## src/rtl/img_pkg.sv

```systemverilog
// Shared types and sizing for the image raster reader.
// Holds the reader FSM encoding and the per-pixel tag.
package img_pkg;

    localparam int PIX_W      = 8;
    localparam int IMG_X_MAX  = 400;
    localparam int IMG_Y_MAX  = 400;
    localparam int COL_W      = $clog2(IMG_X_MAX);
    localparam int ROW_W      = $clog2(IMG_Y_MAX);
    localparam int IMG_ADDR_W = $clog2(IMG_X_MAX * IMG_Y_MAX);

    typedef enum logic [1:0] {
        IDLE,
        FETCH,
        DRAIN,
        DONE
    } reader_state_t;

    typedef struct packed {
        logic [COL_W-1:0] x;
        logic [ROW_W-1:0] y;
        logic             last;
    } pix_tag_t;

endpackage

```

## src/rtl/img_raster_reader_fifo.sv

```systemverilog
// Two-entry FIFO holding returned pixels with their raster tags.
// Output is taken straight from storage registers.
module pix_skid_fifo
    import img_pkg::*;
#(
    parameter int DW = PIX_W
) (
    input  logic          clk,
    input  logic          n_rst,
    input  logic          push,
    input  logic [DW-1:0] push_pix,
    input  pix_tag_t      push_tag,
    input  logic          pop,
    output logic [DW-1:0] pop_pix,
    output pix_tag_t      pop_tag,
    output logic [1:0]    count,
    output logic          empty,
    output logic          full
);

    logic [1:0][DW-1:0] mem_pix;
    pix_tag_t [1:0]     mem_tag;
    logic               wr_ptr;
    logic               rd_ptr;
    logic               do_push;
    logic               do_pop;

    assign empty   = (count == 2'd0);
    assign full    = (count == 2'd2);
    assign do_pop  = pop && !empty;
    assign do_push = push && (!full || do_pop);
    assign pop_pix = mem_pix[rd_ptr];
    assign pop_tag = mem_tag[rd_ptr];

    always_ff @(posedge clk or negedge n_rst) begin
        if (!n_rst) begin
            mem_pix <= '0;
            mem_tag <= '0;
            wr_ptr  <= 1'b0;
            rd_ptr  <= 1'b0;
            count   <= 2'd0;
        end else begin
            if (do_push) begin
                mem_pix[wr_ptr] <= push_pix;
                mem_tag[wr_ptr] <= push_tag;
                wr_ptr          <= !wr_ptr;
            end
            if (do_pop) begin
                rd_ptr <= !rd_ptr;
            end
            unique case ({do_push, do_pop})
                2'b10:   count <= count + 2'd1;
                2'b01:   count <= count - 2'd1;
                default: count <= count;
            endcase
        end
    end

endmodule

```

## src/rtl/img_raster_reader.sv

```systemverilog
// Raster-scans the image SRAM and streams tagged pixels downstream.
// Reads are credit-limited so a stalled consumer never loses data.
module img_raster_reader
    import img_pkg::*;
#(
    parameter int BIT_DEPTH = PIX_W,
    parameter int X_MAX     = IMG_X_MAX,
    parameter int Y_MAX     = IMG_Y_MAX,
    parameter int ADDR_W    = $clog2(X_MAX * Y_MAX)
) (
    input  logic                     clk,
    input  logic                     n_rst,
    input  logic                     new_trans,
    input  logic [$clog2(X_MAX)-1:0] max_x,
    input  logic [$clog2(Y_MAX)-1:0] max_y,
    output logic                     img_done,
    output logic                     busy,
    output logic                     ren_img,
    output logic [ADDR_W-1:0]        addr_img,
    input  logic [BIT_DEPTH-1:0]     rdat_img,
    output logic                     pix_valid,
    input  logic                     pix_ready,
    output logic [BIT_DEPTH-1:0]     pix_data,
    output logic [$clog2(X_MAX)-1:0] pix_x,
    output logic [$clog2(Y_MAX)-1:0] pix_y,
    output logic                     pix_last
);

    localparam int XW = $clog2(X_MAX);
    localparam int YW = $clog2(Y_MAX);

    reader_state_t   state;
    logic [XW-1:0]   mx;
    logic [YW-1:0]   my;
    logic [XW-1:0]   x_cnt;
    logic [YW-1:0]   y_cnt;
    logic [ADDR_W-1:0] addr;
    logic            inflight;
    pix_tag_t        tag_q;
    logic [XW-1:0]   dx;
    logic [YW-1:0]   dy;
    logic            x_wrap;
    logic            last_rd;
    logic            pop;
    pix_tag_t        out_tag;
    logic [1:0]      fifo_count;
    logic            fifo_empty;
    logic            fifo_full;

    assign dx      = (max_x > XW'(X_MAX)) ? XW'(X_MAX) : max_x;
    assign dy      = (max_y > YW'(Y_MAX)) ? YW'(Y_MAX) : max_y;
    assign x_wrap  = (x_cnt == mx - XW'(1));
    assign last_rd = x_wrap && (y_cnt == my - YW'(1));

    // Outstanding = buffered + returning next cycle; never exceed FIFO depth.
    assign ren_img = (state == FETCH) && !fifo_full &&
                     ((fifo_count + 2'(inflight)) < 2'd2);
    assign addr_img = addr;

    assign pix_valid = !fifo_empty;
    assign pop       = pix_valid && pix_ready;
    assign pix_x     = out_tag.x;
    assign pix_y     = out_tag.y;
    assign pix_last  = out_tag.last;

    always_ff @(posedge clk or negedge n_rst) begin
        if (!n_rst) begin
            state    <= IDLE;
            mx       <= '0;
            my       <= '0;
            x_cnt    <= '0;
            y_cnt    <= '0;
            addr     <= '0;
            inflight <= 1'b0;
            tag_q    <= '0;
            img_done <= 1'b0;
            busy     <= 1'b0;
        end else begin
            inflight <= ren_img;
            if (ren_img) begin
                tag_q.x    <= x_cnt;
                tag_q.y    <= y_cnt;
                tag_q.last <= last_rd;
                addr       <= addr + ADDR_W'(1);
                if (!last_rd) begin
                    if (x_wrap) begin
                        x_cnt <= '0;
                        y_cnt <= y_cnt + YW'(1);
                    end else begin
                        x_cnt <= x_cnt + XW'(1);
                    end
                end
            end
            unique case (state)
                IDLE: begin
                    if (new_trans) begin
                        mx    <= dx;
                        my    <= dy;
                        x_cnt <= '0;
                        y_cnt <= '0;
                        addr  <= '0;
                        busy  <= 1'b1;
                        state <= (dx == '0 || dy == '0) ? DONE : FETCH;
                    end
                end
                FETCH: begin
                    if (ren_img && last_rd) begin
                        state <= DRAIN;
                    end
                end
                DRAIN: begin
                    if (!inflight &&
                        (fifo_empty || (fifo_count == 2'd1 && pop))) begin
                        state    <= DONE;
                        img_done <= 1'b1;
                        busy     <= 1'b0;
                    end
                end
                DONE: begin
                    // Empty frames arrive with img_done low and pulse one cycle later.
                    if (img_done) begin
                        img_done <= 1'b0;
                        state    <= IDLE;
                    end else begin
                        img_done <= 1'b1;
                        busy     <= 1'b0;
                    end
                end
                default: state <= IDLE;
            endcase
        end
    end

    pix_skid_fifo #(
        .DW(BIT_DEPTH)
    ) u_fifo (
        .clk      (clk),
        .n_rst    (n_rst),
        .push     (inflight),
        .push_pix (rdat_img),
        .push_tag (tag_q),
        .pop      (pop),
        .pop_pix  (pix_data),
        .pop_tag  (out_tag),
        .count    (fifo_count),
        .empty    (fifo_empty),
        .full     (fifo_full)
    );

endmodule

```

## config.mk

```make
export PLATFORM = sky130hd
export DESIGN_NAME = img_raster_reader
export DESIGN_NICKNAME = d
export VERILOG_FILES = /design/src/rtl/img_pkg.sv /design/src/rtl/img_raster_reader_fifo.sv /design/src/rtl/img_raster_reader.sv
export SDC_FILE = /design/constraint.sdc
export NUM_CORES = 1
export LEC_CHECK = 0
export ABC_CLOCK_PERIOD_IN_PS = 3200
export CAP_MARGIN = 20
export CORE_ASPECT_RATIO = 1.25
export CORE_MARGIN = 8
export CORE_UTILIZATION = 50
export CTS_CLUSTER_DIAMETER = 120
export CTS_CLUSTER_SIZE = 30
export DETAILED_ROUTE_END_ITERATION = 10
export PLACE_DENSITY = 0.71
export SYNTH_ARGS = -nofsm -noshare
export SYNTH_HDL_FRONTEND = slang
export SYNTH_HIERARCHICAL = 1
export SYNTH_SLANG_ARGS = --single-unit
```

## constraint.sdc

```tcl
create_clock -name clk -period 3.2 [get_ports clk]
set_input_delay 0.32 -clock clk [delete_from_list [all_inputs] [get_ports clk]]
set_output_delay 0.32 -clock clk [all_outputs]
set_load 0.02 [all_outputs]
```

Word level (Yosys, flattened, before mapping)
Index checks and enable logic that the tools add are counted.
W data, S select, Z words.
{"block": "word_totals", "regBits": 136, "latch_bits": 0, "ramBits": 0, "rom_bits": 0, "input_bits": 30, "output_inout_bits": 49, "wordCells": 119, "mem_count": 0}
{"block": "classes", "addsub": 8, "mul": 0, "div": 0, "n_lt_le_gt_ge": 6, "n_eq_ne": 14, "n_shift": 0, "mux": 39, "bitwise_logic": 0, "n_reduce_logical": 29}
{"op": "$mux W9", "n": 12}
{"op": "$mux W19", "n": 3}
{"op": "$mux W18", "n": 3}
{"op": "$bwmux W38", "n": 1}
{"op": "$mux W8", "n": 3}
{"op": "$demux W19 S1", "n": 1}
{"op": "$add A18 B1 Y18 const B", "n": 1}
{"op": "$add A9 B1 Y9 const B", "n": 2}
{"op": "$eq A9 B9 Y1", "n": 2}
{"op": "$gt A9 B9 Y1 const B", "n": 2}
{"op": "$logic_not A9 Y1", "n": 2}
{"op": "$sub A9 B1 Y9 const B", "n": 2}
{"op": "$bwmux W16", "n": 1}
{"op": "$logic_and A1 B1 Y1", "n": 10}
{"op": "$mux W2", "n": 5}
{"op": "$demux W8 S1", "n": 1}
{"op": "$eq A2 B2 Y1 const B", "n": 4}
{"op": "$ne A2 B2 Y1 const B", "n": 4}
{"op": "$pmux W2 S4", "n": 1}
{"op": "$reduce_and A4 Y1", "n": 2}
{"op": "$eq A2 B1 Y1 const B", "n": 3}
{"op": "$logic_not A1 Y1", "n": 5}
{"op": "$mux W1", "n": 5}
{"op": "$logic_not A2 Y1", "n": 2}
{"op": "other kinds (14)", "n": 19}

Longest topological paths before layout
Gate-level depths: netlist of the first run.
{"block": "logic_depth", "word_depth": 8, "ltp_mapped": 11, "depth_no_buf": 10}

Modules after synthesis
Netlist of the first run, hierarchy kept.
{"module": "img_raster_reader", "n_inst": 1, "cells_each": 471, "area_per_inst_um2": 4262.8, "seq_area_each_um2": 1951.9}
{"module": "pix_skid_fifo", "n_inst": 1, "cells_each": 162, "area_per_inst_um2": 2650.0, "seq_area_each_um2": 1451.4}

Least setup slack after synthesis of the first run
Ideal clock, no wire load.
{"block": "synth_path", "path_kind": "reg2reg", "start": "register mx[0]", "end": "register state[1]", "setup_ps": 125, "arrival_time_ps": 2619, "required_ps": 3075, "slack_ps": 456, "stages_incl_launch_ff": 10, "n_path_buf": 0, "synth_period_minus_slack_ps": 2744, "cell_sequence": "dfrtp_1 inv_1 ha_1 or4b_4 or4_1 o211ai_2 o21a_1 nand4_1 a221oi_2 mux2_2"}
{"block": "synth_via", "elab_chain_cells": 6}
{"item": "from (decl)", "line": "img_raster_reader.sv:33", "source": "logic [XW-1:0] mx;"}
{"item": "from (signal assigned)", "line": "img_raster_reader.sv:69", "source": "mx <= '0;"}
{"item": "from (signal assigned)", "line": "img_raster_reader.sv:97", "source": "mx <= dx;"}
{"item": "$sub A9 B1 Y9", "line": "img_raster_reader.sv:52", "source": "assign x_wrap = (x_cnt == mx - XW'(1));"}
{"item": "$eq A9 B9 Y1", "line": "img_raster_reader.sv:52"}
{"item": "$logic_and A1 B1 Y1", "line": "img_raster_reader.sv:53", "source": "assign last_rd = x_wrap && (y_cnt == my - YW'(1));"}
{"item": "$logic_and A1 B1 Y1", "line": "img_raster_reader.sv:107", "source": "if (ren_img && last_rd) begin"}
{"item": "$ne A2 B1 Y1 (no source line)"}
{"item": "$reduce_and A4 Y1 (no source line)"}
{"item": "to (signal assigned)", "line": "img_raster_reader.sv:103", "source": "state <= (dx == '0 || dy == '0) ? DONE : FETCH;"}
{"item": "to (decl)", "line": "img_raster_reader.sv:32", "source": "reader_state_t state;"}
No other way between the ends.
A chain may end at the register's enable or synchronous reset.

Final worst setup path of the first run
Ends and elaborated chain as after synthesis.

==> results.yml, run 1 <==
clock_network:
  htreeDepth: 4
  clk_latency_ps: 410
  clock-sinks: 136
  cts_hold_buf: 0
  cts_tree: "yes"
  cts_buffer_depth: 2
  clock-root-buffer: "clkbuf_16"
  cts_setup_buffers: 0
  cts_made_buffers: 17
  cts-resized-gates: 0
  clkTransAtPathRegs_ps: 60
global_routing:
  grt_pass1_wl_um: 25300
  grt_max_degree: 59
  overflow: 0
  antenna_found_initial: 0
  grt_use_total_pct: 17.4
  grt_pass1_vias: 5191
place:
  numPortBuffers: 78
  placed_area_um2: 7850
  dp.final_hpwl_um: 10100
  dp.cells: 870
  gp_routability_congestion: 0.828
floorplan:
  core.rowCount: 48
  core-area_um2: 13700
  die_w_um: 121
  fp.dieArea_um2: 17900
  start_util_pct: 50.5
  num_io_pins: 79
  die_h_um: 147
setup_path:
  crit_path_start_kind: "flip-flop"
  endpoint: "state[1]"
  r2r_end: "state[1]"
  r2r_slack_ps: 230
  worst-setup-path-type: "flip-flop to flip-flop"
  end_kind: "flip-flop"
  worstPathArrival_ps: 3270
  ff2ff_path_depth: 9
  r2r-start: "mx[0]"
  critPathMaxFanout: 5
  crit_start: "mx[0]"
  cp.required_ps: 3490
synth:
  synth_area_leaders: "dfrtp_1 (49%), mux2_2 (10%), nand2_1 (5.6%), mux2_4 (4.3%), xor2_1 (3.0%)"
  yosysWarnings: 6
  synth_flop_cell: "dfrtp_1"
  yosys.cell_types.count: 59
  yosysTopAreaCell: "dfrtp_1"
  ys_ff_latch: 136
  avgSynthCellArea_um2: 10.9
  synth.most_common_cell: "dfrtp_1"
  syn_nets: 675
  synth_cells: 633
  synth_top_area_share_pct: 49.2
  yosysSeqAreaShare_pct: 49.2
  synth_edf_count: 0
  syn_area_um2: 6910
  ys_top_cells_by_count: "dfrtp_1 (136), nand2_1 (103), mux2_2 (62)"
  async_reset_ff_share_pct: 100
route:
  wl_per_cell_um: 16.5
  drc: 0
  wl_um: 14800
  drtAntennaViolNets: 0
  vias: 4903
  routed_via_density: 5.44
  drt-pass1-iter-count: 4
  drt_iter0_drc: 292
final_layout:
  area_delta_synth_final_pct: 22.1
  nNetsFinal: 756
  instances_no_fill: 901
  drive_gt1_share_pct: 19.0
  num_antenna_cells: 0
  design_area_um2: 8440
sta:
  rsz0062_at_grt: "false"
  setup_viol: 0
  max_freq_mhz: 336
  final.period_utilization_pct: 92.9
  whs_ps: -28.6
  drv_slew: 0
  worst_clock_skew_ps: 10.2
  relSlewSlack_pct: 48.7
  worstMarginPinSlew_ps: 769
  period_needed_ps: 2970
  final_hold_viol_count: 19
  setup_tns_ps: 0
min_path:
  hold_path_class: "input pin to async pin"
pwr:
  cellPowerDensity_nw_per_um2: 962
  vdd.ir_drop.worst_mv: 0.445
  p_total_w: 0.00812
  p_leak_nw: 3.84
status:
  status: "finished with violations"
  violations: "hold timing"
run:
  cap_violations: 0
[flip-flops by register name, summed over array words and instances, names as in the netlist, 2 cells and up]
register        cells
u_fifo/mem_tag     38
tag_q              19
addr_img           18
u_fifo/mem_pix     16
mx                  9
my                  9
x_cnt               9
y_cnt               9
state               2
u_fifo/count        2
[metrics by stage]
stage                     setup slack [ps]  util (%)  hold WS [ps]
final                                  228      61.7         -28.6
after global placement                 307      57.3           440
after global routing                  55.8      61.7          35.4
after CTS                              207      61.7          2.63
after floorplan                        456         -          24.4
after detailed placement               220      57.3           451
[cells by family (layout without fill, tap and decap cells)]
| logic type | count (synthesis) | count (layout) | synth area share (%) |
|---|---|---|---|
| AND/OR/NAND/NOR | 223 | 223 | 15.8 |
| flip-flops | 136 | 136 | 49.2 |
| multiplexers | 91 | 91 | 15.7 |
| AO/OA/AOI/OAI | 82 | 82 | 8.18 |
| buffers and inverters | 46 | 139 | 3.46 |
| XOR/XNOR | 43 | 43 | 5.45 |
| adder cells (fa/ha/maj) | 12 | 12 | 2.17 |
[final cells by class]
| class | count | area [µm²] |
|---|---|---|
| sequential | 136 | 3400 |
| timing repair buffer | 90 | 881 |
| clock buffer | 21 | 470 |
| clock inverter | 10 | 120 |
| multi-input combinational | 451 | 3280 |
| tap | 175 | 219 |
| inverter | 18 | 67.6 |
| fill | 1118 | 5250 |
[metal layers]
metal / wire length, µm / vias up / share of wire, % / GRT usage (%)
met5: 0 / - / 0 / 0
met4: 172 / 0 / 1.2 / 5.63
met3: 596 / 16 / 4.0 / 4.47
met2: 7530 / 114 / 51 / 29.7
met1: 6540 / 2402 / 44 / 21.0
li1: - / 2371 / - / -
[worst max-delay path, stage by stage (launching register included)]
cell and delay, ps:
dfrtp_1 400, inv_1 90, ha_1 220, or4b_4 500, or4_1 500, o211ai_2 110, o21a_1 160, nand4_1 170
a221oi_2 330, mux2_2 370
[how the worst min path moves through the flow]
stage                         endpoint   from  depth (start not counted)
after detailed placement   addr_img[9]  n_rst                          1
after global placement     addr_img[9]  n_rst                          1
after floorplan            addr_img[0]  n_rst                          0
final                      addr_img[9]  n_rst                          1
after global routing      addr_img[11]  n_rst                          1
after CTS                  addr_img[9]  n_rst                          1
[cells in the final DEF (no fill, tap or decap), types with 4 or more instances in the layout]
master           instances
mux2i_1                  9
clkdlybuf4s50_1         77
nand4_1                 10
clkinvlp_4               5
and2_1                   4
or3_1                    5
a21oi_1                 20
dfrtp_1                136
mux2_2                  62
mux2_4                  20
xor2_1                  24
nor2b_1                  4
or4_1                    4
nand2b_1                 9
o21ai_0                 22
clkbuf_16               17
a31oi_1                  6
inv_1                   18
and3_1                   8
xnor2_1                 19
nand2_1                103
nor4_1                   5
nand3_1                 13
nor3_1                   6
buf_4                   12
a22o_1                   8
nor2_1                  34
ha_1                    12
a32o_1                   4
[report_power, final]
part,switching [W],internal (W),total [W],leakage (nW)
clock network,0.000727,0.00121,0.00193,0.274
logic,0.00163,0.00170,0.00333,1.83
registers,0.000541,0.00231,0.00285,1.73
Power figures use the tool's default switching activity.
==> run 2: changes to the inputs <==
--- a/config.mk
+++ b/config.mk
@@ -6,7 +6,6 @@
 export NUM_CORES = 1
 export LEC_CHECK = 0
 export ABC_CLOCK_PERIOD_IN_PS = 3200
-export CAP_MARGIN = 20
 export CORE_ASPECT_RATIO = 1.25
 export CORE_MARGIN = 8
 export CORE_UTILIZATION = 50
==> results of run 2 <==
Same layout as run 1: the final DEF is identical, and so are final timing and power.
